<file path="src/rtl/u_ins_loader_if.sv">
// Handshake and instruction-memory bus between an image source and the loader.
// The loader side takes the slave modport, the image source the master modport.
interface u_ins_loader_if #(
  parameter int DATA_W = 32,
  parameter int DEPTH  = 256
);
  localparam int CNT_W = $clog2(DEPTH) + 1;

  // Image stream from the source into the loader.
  logic              i_u_ins_loader_start;
  logic [DATA_W-1:0] i_u_ins_loader_ins;
  logic              i_u_ins_loader_valid;
  logic              i_u_ins_loader_last;

  // Loader responses: flow control, memory write port, CPU control and status.
  logic              o_u_ins_loader_ready;
  logic              o_u_ins_loader_mem_wr;
  logic [31:0]       o_u_ins_loader_mem_addr;
  logic [DATA_W-1:0] o_u_ins_loader_mem_data;
  logic              o_u_ins_loader_cpu_reset_n;
  logic [CNT_W-1:0]  o_u_ins_loader_count;
  logic              o_u_ins_loader_done;
  logic              o_u_ins_loader_overflow;

  modport master (
    output i_u_ins_loader_start,
    output i_u_ins_loader_ins,
    output i_u_ins_loader_valid,
    output i_u_ins_loader_last,
    input  o_u_ins_loader_ready,
    input  o_u_ins_loader_mem_wr,
    input  o_u_ins_loader_mem_addr,
    input  o_u_ins_loader_mem_data,
    input  o_u_ins_loader_cpu_reset_n,
    input  o_u_ins_loader_count,
    input  o_u_ins_loader_done,
    input  o_u_ins_loader_overflow
  );

  modport slave (
    input  i_u_ins_loader_start,
    input  i_u_ins_loader_ins,
    input  i_u_ins_loader_valid,
    input  i_u_ins_loader_last,
    output o_u_ins_loader_ready,
    output o_u_ins_loader_mem_wr,
    output o_u_ins_loader_mem_addr,
    output o_u_ins_loader_mem_data,
    output o_u_ins_loader_cpu_reset_n,
    output o_u_ins_loader_count,
    output o_u_ins_loader_done,
    output o_u_ins_loader_overflow
  );
endinterface

</file>
<file path="src/rtl/u_ins_loader.sv">
// Instruction image loader: accepts a word stream, writes it to instruction
// memory from BOOT_ADDR upward, then releases the CPU from reset. An image
// larger than DEPTH words parks the loader in a sticky error state.
module u_ins_loader #(
  parameter int          DATA_W    = 32,
  parameter int          DEPTH     = 256,
  parameter logic [31:0] BOOT_ADDR = 32'h0000_0000
) (
  input  logic            i_sys_clock,
  input  logic            i_sys_reset,
  u_ins_loader_if.slave   ldr
);

  localparam int               CNT_W   = $clog2(DEPTH) + 1;
  localparam logic [CNT_W-1:0] DEPTH_C = CNT_W'(DEPTH);

  typedef enum logic [2:0] {
    S_IDLE  = 3'd0,
    S_LOAD  = 3'd1,
    S_DRAIN = 3'd2,
    S_RUN   = 3'd3,
    S_ERROR = 3'd4
  } state_t;

  state_t            state_q;
  logic [CNT_W-1:0]  count_q;
  logic              mem_wr_q;
  logic [31:0]       mem_addr_q;
  logic [DATA_W-1:0] mem_data_q;
  logic              cpu_reset_n_q;
  logic              done_q;
  logic              overflow_q;

  logic              ready_s;
  logic              accept_s;
  logic [31:0]       count_ext_s;
  logic [31:0]       wr_addr_d;

  // Flow control and the byte address the next accepted word will land at;
  // a start in the same cycle always wins over an incoming word.
  always_comb begin
    ready_s     = 1'b0;
    accept_s    = 1'b0;
    count_ext_s = 32'(count_q);
    if ((state_q == S_LOAD) && (count_q < DEPTH_C) && !ldr.i_u_ins_loader_start) begin
      ready_s = 1'b1;
    end else begin
      ready_s = 1'b0;
    end
    accept_s  = ready_s & ldr.i_u_ins_loader_valid;
    wr_addr_d = BOOT_ADDR + (count_ext_s << 5'd2);
  end

  // Loader FSM with registered memory write port and CPU control outputs.
  always_ff @(posedge i_sys_clock) begin
    if (!i_sys_reset) begin
      state_q       <= S_IDLE;
      count_q       <= {CNT_W{1'b0}};
      mem_wr_q      <= 1'b0;
      mem_addr_q    <= BOOT_ADDR;
      mem_data_q    <= {DATA_W{1'b0}};
      cpu_reset_n_q <= 1'b0;
      done_q        <= 1'b0;
      overflow_q    <= 1'b0;
    end else begin
      mem_wr_q <= 1'b0;
      case (state_q)
        S_IDLE: begin
          if (ldr.i_u_ins_loader_start) begin
            state_q <= S_LOAD;
            count_q <= {CNT_W{1'b0}};
          end
        end
        S_LOAD: begin
          if (ldr.i_u_ins_loader_start) begin
            count_q <= {CNT_W{1'b0}};
          end else if (accept_s) begin
            mem_wr_q   <= 1'b1;
            mem_addr_q <= wr_addr_d;
            mem_data_q <= ldr.i_u_ins_loader_ins;
            count_q    <= count_q + {{(CNT_W-1){1'b0}}, 1'b1};
            if (ldr.i_u_ins_loader_last) begin
              state_q <= S_DRAIN;
            end
          end else if (ldr.i_u_ins_loader_valid && (count_q == DEPTH_C)) begin
            // Memory already full and the source still has data: image too large.
            state_q    <= S_ERROR;
            overflow_q <= 1'b1;
          end
        end
        S_DRAIN: begin
          // The final word's write is on the bus this cycle; start is ignored.
          state_q       <= S_RUN;
          cpu_reset_n_q <= 1'b1;
          done_q        <= 1'b1;
        end
        S_RUN: begin
          if (ldr.i_u_ins_loader_start) begin
            state_q       <= S_LOAD;
            count_q       <= {CNT_W{1'b0}};
            cpu_reset_n_q <= 1'b0;
            done_q        <= 1'b0;
          end
        end
        S_ERROR: begin
          if (ldr.i_u_ins_loader_start) begin
            state_q    <= S_LOAD;
            count_q    <= {CNT_W{1'b0}};
            overflow_q <= 1'b0;
          end
        end
        default: begin
          state_q       <= S_IDLE;
          count_q       <= {CNT_W{1'b0}};
          cpu_reset_n_q <= 1'b0;
          done_q        <= 1'b0;
          overflow_q    <= 1'b0;
        end
      endcase
    end
  end

  assign ldr.o_u_ins_loader_ready       = ready_s;
  assign ldr.o_u_ins_loader_mem_wr      = mem_wr_q;
  assign ldr.o_u_ins_loader_mem_addr    = mem_addr_q;
  assign ldr.o_u_ins_loader_mem_data    = mem_data_q;
  assign ldr.o_u_ins_loader_cpu_reset_n = cpu_reset_n_q;
  assign ldr.o_u_ins_loader_count       = count_q;
  assign ldr.o_u_ins_loader_done        = done_q;
  assign ldr.o_u_ins_loader_overflow    = overflow_q;

endmodule

</file>
<file path="src/flat_wrapper.sv">
// flat-port wrapper written by rule: the top's interface ports become plain ports
module u_ins_loader_flat 
#(
  parameter int          DATA_W    = 32,
  parameter int          DEPTH     = 256,
  parameter logic [31:0] BOOT_ADDR = 32'h0000_0000
)
  (i_sys_clock, i_sys_reset, ldr_i_u_ins_loader_start, ldr_i_u_ins_loader_ins, ldr_i_u_ins_loader_valid, ldr_i_u_ins_loader_last, ldr_o_u_ins_loader_ready, ldr_o_u_ins_loader_mem_wr, ldr_o_u_ins_loader_mem_addr, ldr_o_u_ins_loader_mem_data, ldr_o_u_ins_loader_cpu_reset_n, ldr_o_u_ins_loader_count, ldr_o_u_ins_loader_done, ldr_o_u_ins_loader_overflow);
  u_ins_loader_if #(.DATA_W(DATA_W), .DEPTH(DEPTH)) ldr_i ();
  input  logic i_sys_clock;
  input  logic i_sys_reset;
  input wire logic [$bits(ldr_i.i_u_ins_loader_start)-1:0] ldr_i_u_ins_loader_start;
  input wire logic [$bits(ldr_i.i_u_ins_loader_ins)-1:0] ldr_i_u_ins_loader_ins;
  input wire logic [$bits(ldr_i.i_u_ins_loader_valid)-1:0] ldr_i_u_ins_loader_valid;
  input wire logic [$bits(ldr_i.i_u_ins_loader_last)-1:0] ldr_i_u_ins_loader_last;
  output wire logic [$bits(ldr_i.o_u_ins_loader_ready)-1:0] ldr_o_u_ins_loader_ready;
  output wire logic [$bits(ldr_i.o_u_ins_loader_mem_wr)-1:0] ldr_o_u_ins_loader_mem_wr;
  output wire logic [$bits(ldr_i.o_u_ins_loader_mem_addr)-1:0] ldr_o_u_ins_loader_mem_addr;
  output wire logic [$bits(ldr_i.o_u_ins_loader_mem_data)-1:0] ldr_o_u_ins_loader_mem_data;
  output wire logic [$bits(ldr_i.o_u_ins_loader_cpu_reset_n)-1:0] ldr_o_u_ins_loader_cpu_reset_n;
  output wire logic [$bits(ldr_i.o_u_ins_loader_count)-1:0] ldr_o_u_ins_loader_count;
  output wire logic [$bits(ldr_i.o_u_ins_loader_done)-1:0] ldr_o_u_ins_loader_done;
  output wire logic [$bits(ldr_i.o_u_ins_loader_overflow)-1:0] ldr_o_u_ins_loader_overflow;
  assign ldr_i.i_u_ins_loader_start = ldr_i_u_ins_loader_start;
  assign ldr_i.i_u_ins_loader_ins = ldr_i_u_ins_loader_ins;
  assign ldr_i.i_u_ins_loader_valid = ldr_i_u_ins_loader_valid;
  assign ldr_i.i_u_ins_loader_last = ldr_i_u_ins_loader_last;
  assign ldr_o_u_ins_loader_ready = ldr_i.o_u_ins_loader_ready;
  assign ldr_o_u_ins_loader_mem_wr = ldr_i.o_u_ins_loader_mem_wr;
  assign ldr_o_u_ins_loader_mem_addr = ldr_i.o_u_ins_loader_mem_addr;
  assign ldr_o_u_ins_loader_mem_data = ldr_i.o_u_ins_loader_mem_data;
  assign ldr_o_u_ins_loader_cpu_reset_n = ldr_i.o_u_ins_loader_cpu_reset_n;
  assign ldr_o_u_ins_loader_count = ldr_i.o_u_ins_loader_count;
  assign ldr_o_u_ins_loader_done = ldr_i.o_u_ins_loader_done;
  assign ldr_o_u_ins_loader_overflow = ldr_i.o_u_ins_loader_overflow;
  u_ins_loader #(.DATA_W(DATA_W), .DEPTH(DEPTH), .BOOT_ADDR(BOOT_ADDR)) u_core (.i_sys_clock(i_sys_clock), .i_sys_reset(i_sys_reset), .ldr(ldr_i));
endmodule
</file>
<file path="config.mk">
export PLATFORM = sky130hd
export DESIGN_NAME = u_ins_loader_flat
export DESIGN_NICKNAME = d
export VERILOG_FILES = /design/src/rtl/u_ins_loader_if.sv /design/src/rtl/u_ins_loader.sv /design/src/flat_wrapper.sv
export SDC_FILE = /design/constraint.sdc
export NUM_CORES = 1
export LEC_CHECK = 0
export CORE_ASPECT_RATIO = 1.5
export CORE_MARGIN = 10
export CORE_UTILIZATION = 41
export DETAILED_ROUTE_END_ITERATION = 16
export PLACE_DENSITY = 0.92
export SLEW_MARGIN = 20
export SYNTH_ARGS = -nofsm -noshare
export SYNTH_HDL_FRONTEND = slang
export SYNTH_SLANG_ARGS = --single-unit
</file>
<file path="constraint.sdc">
create_clock -name i_sys_clock -period 2.6 [get_ports i_sys_clock]
set_clock_uncertainty 0.1 [all_clocks]
set_input_delay 0.65 -clock i_sys_clock [delete_from_list [all_inputs] [get_ports i_sys_clock]]
set_output_delay 0.65 -clock i_sys_clock [all_outputs]
set_load 0.005 [all_outputs]
</file>
Word-level counts from Yosys, hierarchy flattened

Cells that the tools add are included.

Register bits after elaboration: 56
Output and inout port bits: 78

Magnitude comparators: 1
Add/sub/neg operators: 1
Muxes and demuxes: 18
Bitwise gates (word level): 7
Eq/ne operators: 14
Reductions and logical operators: 14

Operator list:

| kind                                                             | count |
|---|---|
| 9-bit two-way mux                                                | 3 |
| 9-bit one-hot mux with 3 select lines                            | 1 |
| 3-bit two-way mux                                                | 5 |
| 3-bit OR reduction                                               | 4 |
| 2-bit != test (second input constant)                            | 5 |
| 9-bit by 1-bit adder with 9-bit output (second input constant)   | 1 |
| 9-bit == test (second input constant)                            | 1 |
| 9-bit < comparator (second input constant)                       | 1 |
| 3-bit one-hot mux with 3 select lines                            | 1 |
| 3-bit by 2-bit == test with 1-bit output (second input constant) | 2 |
| 1-bit two-way mux                                                | 6 |
| 3-bit by 2-bit != test with 1-bit output (second input constant) | 2 |
| 1-bit NOT                                                        | 6 |
| 1-bit one-hot mux with 3 select lines                            | 2 |
| 3-bit AND reduction                                              | 2 |
| 5-bit AND reduction                                              | 1 |
| 4-bit AND reduction                                              | 1 |
| 3-bit by 1-bit == test with 1-bit output (second input constant) | 1 |
| 3-bit == test (second input constant)                            | 1 |
| 1-bit logical AND                                                | 3 |
| 3-bit logical NOT                                                | 1 |
| 3-bit != test (second input constant)                            | 1 |
| 2-bit by 1-bit != test with 1-bit output (second input constant) | 1 |
| 2-bit AND reduction                                              | 1 |
| 2 further kinds                                                  | 2 |

Longest topological paths before layout

Depth in word-level cells: 8
Mapped depth: 7

Worst setup path after synthesis

No wires, ideal clock.

Path kind: input port to output port
Start: input port ldr_i_u_ins_loader_start
End: output port ldr_o_u_ins_loader_ready
Stages on the path: 3
Arrival: 1.436 ns
Required time: 1.850 ns
Slack: 0.414 ns
Path buffers: 1
Cell sequence: buf_2 > or4b_4 > nor2_1

Longest elaborated chain between the ends: 3

RTL lines:

| what               | RTL line           | RTL |
|---|---|---|
| start: declaration | flat_wrapper.sv:12 | `input wire logic [$bits(ldr_i.i_u_ins_loader_start)-1:0] ldr_i_u_ins_loader_start;` |
| 1-bit logical NOT  | u_ins_loader.sv:45 | `if ((state_q == S_LOAD) && (count_q < DEPTH_C) && !ldr.i_u_ins_loader_start) begin` |
| 1-bit logical AND  | u_ins_loader.sv:45 |  |
| 1-bit two-way mux  | u_ins_loader.sv:45 |  |
| end: declaration   | flat_wrapper.sv:16 | `output wire logic [$bits(ldr_i.o_u_ins_loader_ready)-1:0] ldr_o_u_ins_loader_ready;` |

No other way between the ends.

Final worst setup path

Same ends and word-level chain as after synthesis.

==> results list <==
- Number of H-tree levels: 2
- Tot GR Track Use: 14.3%
- Weighted congestion at the end of routability-driven global placement: 0.883
- First-pass GRT wire length: 10800 µm
* Number of endpoints with negative hold slack in the final report: 0
- Number of setup buffers added after CTS: 0
- Clock latency on the worst-skew pair: 300 ps
- Across the VDD grid, the largest voltage drop is 0.000335 V.
* Post-synthesis sequential area ratio: 46.3%
- Buffers inserted during clock tree synthesis total 5.
- The critical path goes through dlymetal6s2s_1 > or4b_4 > nor2_2 > buf_2.
* Dominant delay contributor by cell family on the critical path: simple AND/OR/NAND/NOR gates
- Together, buffers and inverters on the worst path number 2.
- Max-cap check violation count: 0
- Port buffering added 91 buffers.
- Setup repair after global routing left no endpoint under its margin.
- The run finished with clean final reports.
- Most instantiated library cell after synthesis: nand2_1
- Critical path arrival: 1500 ps
* Critical path's slowest cell: or4b_4
* Number of buffers between clock root and the deepest sink: 2
- Area of the core: 0.00579 mm²
* Delay of the slowest cell on the worst path: 490 ps
- Die Footprint: 0.00944 mm²
- After clock tree synthesis, the clock-pin slew on the worst setup and hold paths is 90 ps.
- Post-layout net count: 438
- Routed Wire Length: 6820 µm
- Peak fanout along the critical path: 2
* Signed area change from the synthesized netlist to the final layout: 43.3%
- Number of different library cells in the post-synthesis netlist: 39
- The HPWL after detailed placement is 5390 µm.
- In the synthesized netlist the dominant register cell turns out to be dfxtp_1.
- Global routing finished with a remaining overflow of 0.
- Largest net degree at the start of global routing: 29
- Leading area contributor after synthesis: dfxtp_1
- Once detail routing completed, the nets flagged for antenna violations numbered 0.
- In this run the count of I/O pins placed on the die edge is 115.
- Across all layers, the routed design uses 2277 vias.
- Overall power consumption: 1610 µW
- The routed design could run at a clock period as short as 2250 ps.
- The tree is rooted in a clkbuf_8.
- The die is 114 µm tall.
- Yosys warnings: 0
- Cell leakage power: 0.00126 µW
- The tightest min-delay check is of the reg2reg type.
- In this run the power density over the cells is 465 mW/mm².
- For this configuration, the core starts out at a cell density of 41.8%.
- WL/cell: 14.5 µm
- Data on the critical path is required at its endpoint by 1850 ps.
- Detailed-router iteration count before antenna repair: 4
- Fraction of final layout cells sized beyond drive strength 1: 7.54%
- Top post-synthesis cells by area: dfxtp_1, nand2_1, a21oi_1, buf_4, nor2_1
* Diodes inserted: 0
- Final clock period utilization by the worst path: 86.5%
- The count of pins over their slew limit came to 0.
- Once placement finished, the instance area stood at 0.00337 mm².
- The clock drives 56 sinks.
- #FFs+latches synth: 56
- Via-to-Cell Ratio: 4.84
- In this run, the number of DRC markers left after iteration 0 of detailed routing was 123.
- Layout Cell Area excl Fill: 0.00347 mm²
- Crit Path Class: in2out
- TritonCTS built the clock tree.
- Based on the critical path, the design can be clocked at up to 0.445 GHz.
- Top cells by instance count after synthesis: nand2_1, dfxtp_1, a21oi_1, buf_4, nor2_1
- Floorplan row count: 34
- Vias in the first global route: 2243
* Fin Hold WS: 356 ps
- Kind of end point of the critical path: output port
- Synthesized area per cell: 7.96 µm²
* Number of enable flip-flop cells after synthesis: 0
- Yosys top cell area share: 46.3%
* Utilization after layout: 59.9%
- Area of the mapped netlist: 0.00242 mm²
* Number of setup violations in the final report: 0
* Width of the die: 82.7 µm
- CP Launch Point: ldr_i_u_ins_loader_start
* Initial antenna violation count: 0
- Synthesized instance count: 304
- Hold repair after CTS inserted 0 buffers.
- DRC viols: 0
- In this run the most critical hold path is launched from u_core.ldr.o_u_ins_loader_mem_data[3]$_SDFFE_PN0P_.
- After synthesis, the share of flip-flops with an asynchronous set or reset is 0%.
- Launch point of the worst reg-to-reg path: u_core.ldr.o_u_ins_loader_count[2]$_SDFFE_PN0P_
- Startpoint kind of the worst setup timing path: input pin
placed cells by master (no fill, tap or decap), types with 5 or more instances in the layout:
master | synthesis | layout
a21oi_1 | 47 | 47
buf_4 | 28 | 16
clkbuf_8 | 0 | 5
clkdlybuf4s50_1 | 0 | 89
conb_1 | 1 | 23
dfxtp_1 | 56 | 56
nand2_1 | 87 | 87
nand3_1 | 5 | 5
nor2_1 | 13 | 12
o21ai_0 | 8 | 8
report_power, final:
group          total, µW  switching [µW]  internal [µW]
logic                201            91.4            109
clock network        526             250            277
registers            883            9.71            874
flip-flops by register name, summed over array words and instances, names as in the netlist:
name                                   cells
u_core.ldr.o_u_ins_loader_mem_data        32
u_core.ldr.o_u_ins_loader_mem_addr         9
u_core.ldr.o_u_ins_loader_mem_wr           1
u_core.ldr.o_u_ins_loader_count            9
u_core.state_q                             3
u_core.ldr.o_u_ins_loader_overflow         1
u_core.ldr.o_u_ins_loader_cpu_reset_n      1
cell type report:
type | count | area, µm²
multi-input combinational | 225 | 1100
timing repair buffer | 108 | 1050
clock inverter | 1 | 30.0
sequential | 56 | 1120
tap | 72 | 90.1
inverter | 3 | 11.3
fill | 513 | 2320
clock buffer | 5 | 68.8
metrics by stage:
stage	setup TNS, ps	instances	setup slack, ps
floorplan	0	326	414
finish	0	470	352
CTS	0	470	44.7
detailed placement	-330	464	-330
global route	0	470	300
global placement	-319	464	-319
worst reg2reg max path, cell delays in order, from the launching register on:
cell and delay, ps:
dfxtp_1 410, or3_1 400, nor4_1 310, buf_4 190
nor4b_1 290, a31o_2 160
cells by family (layout without fill, tap and decap cells):
group	Yosys count	after routing	synth area share [%]
simple gates	127	127	23.4
flops	56	56	46.3
fa+ha+maj	2	2	1.03
compound gates	72	72	16.7
buf+inv	45	117	12.0
xor+xnor	1	1	0.362
other cells	1	23	0.155
worst paths after layout:
| check | endpoint | slack [ps] | cells after the start |
|---|---|---|---|
| worst min-delay path | u_core.ldr.o_u_ins_loader_mem_data[3]$_SDFFE_PN0P_ | 360 | 2 |
| worst max-delay path | ldr_o_u_ins_loader_ready | 350 | 4 |
| worst min register to register | u_core.ldr.o_u_ins_loader_mem_data[3]$_SDFFE_PN0P_ | 360 | 2 |
| worst max register to register | u_core.state_q[2]$_SDFFE_PN0P_ | 680 | 5 |
timing repair:
action,CTS,global route
pin swaps,1,0
endpoints found under the setup margin,1,1
resized for setup,4,2
metal layers:
| layer | routed length [µm] | track usage [%] | vias to the layer above |
|---|---|---|---|
| met1 | 2550 | 15.2 | 1038 |
| met3 | 535 | 3.62 | 10 |
| met4 | 150 | 6.05 | 0 |
| met2 | 3580 | 25.3 | 74 |
| met5 | 0 | 0 | - |
| li1 | - | - | 1155 |
No activity file was read; power rests on OpenSTA's default activity.
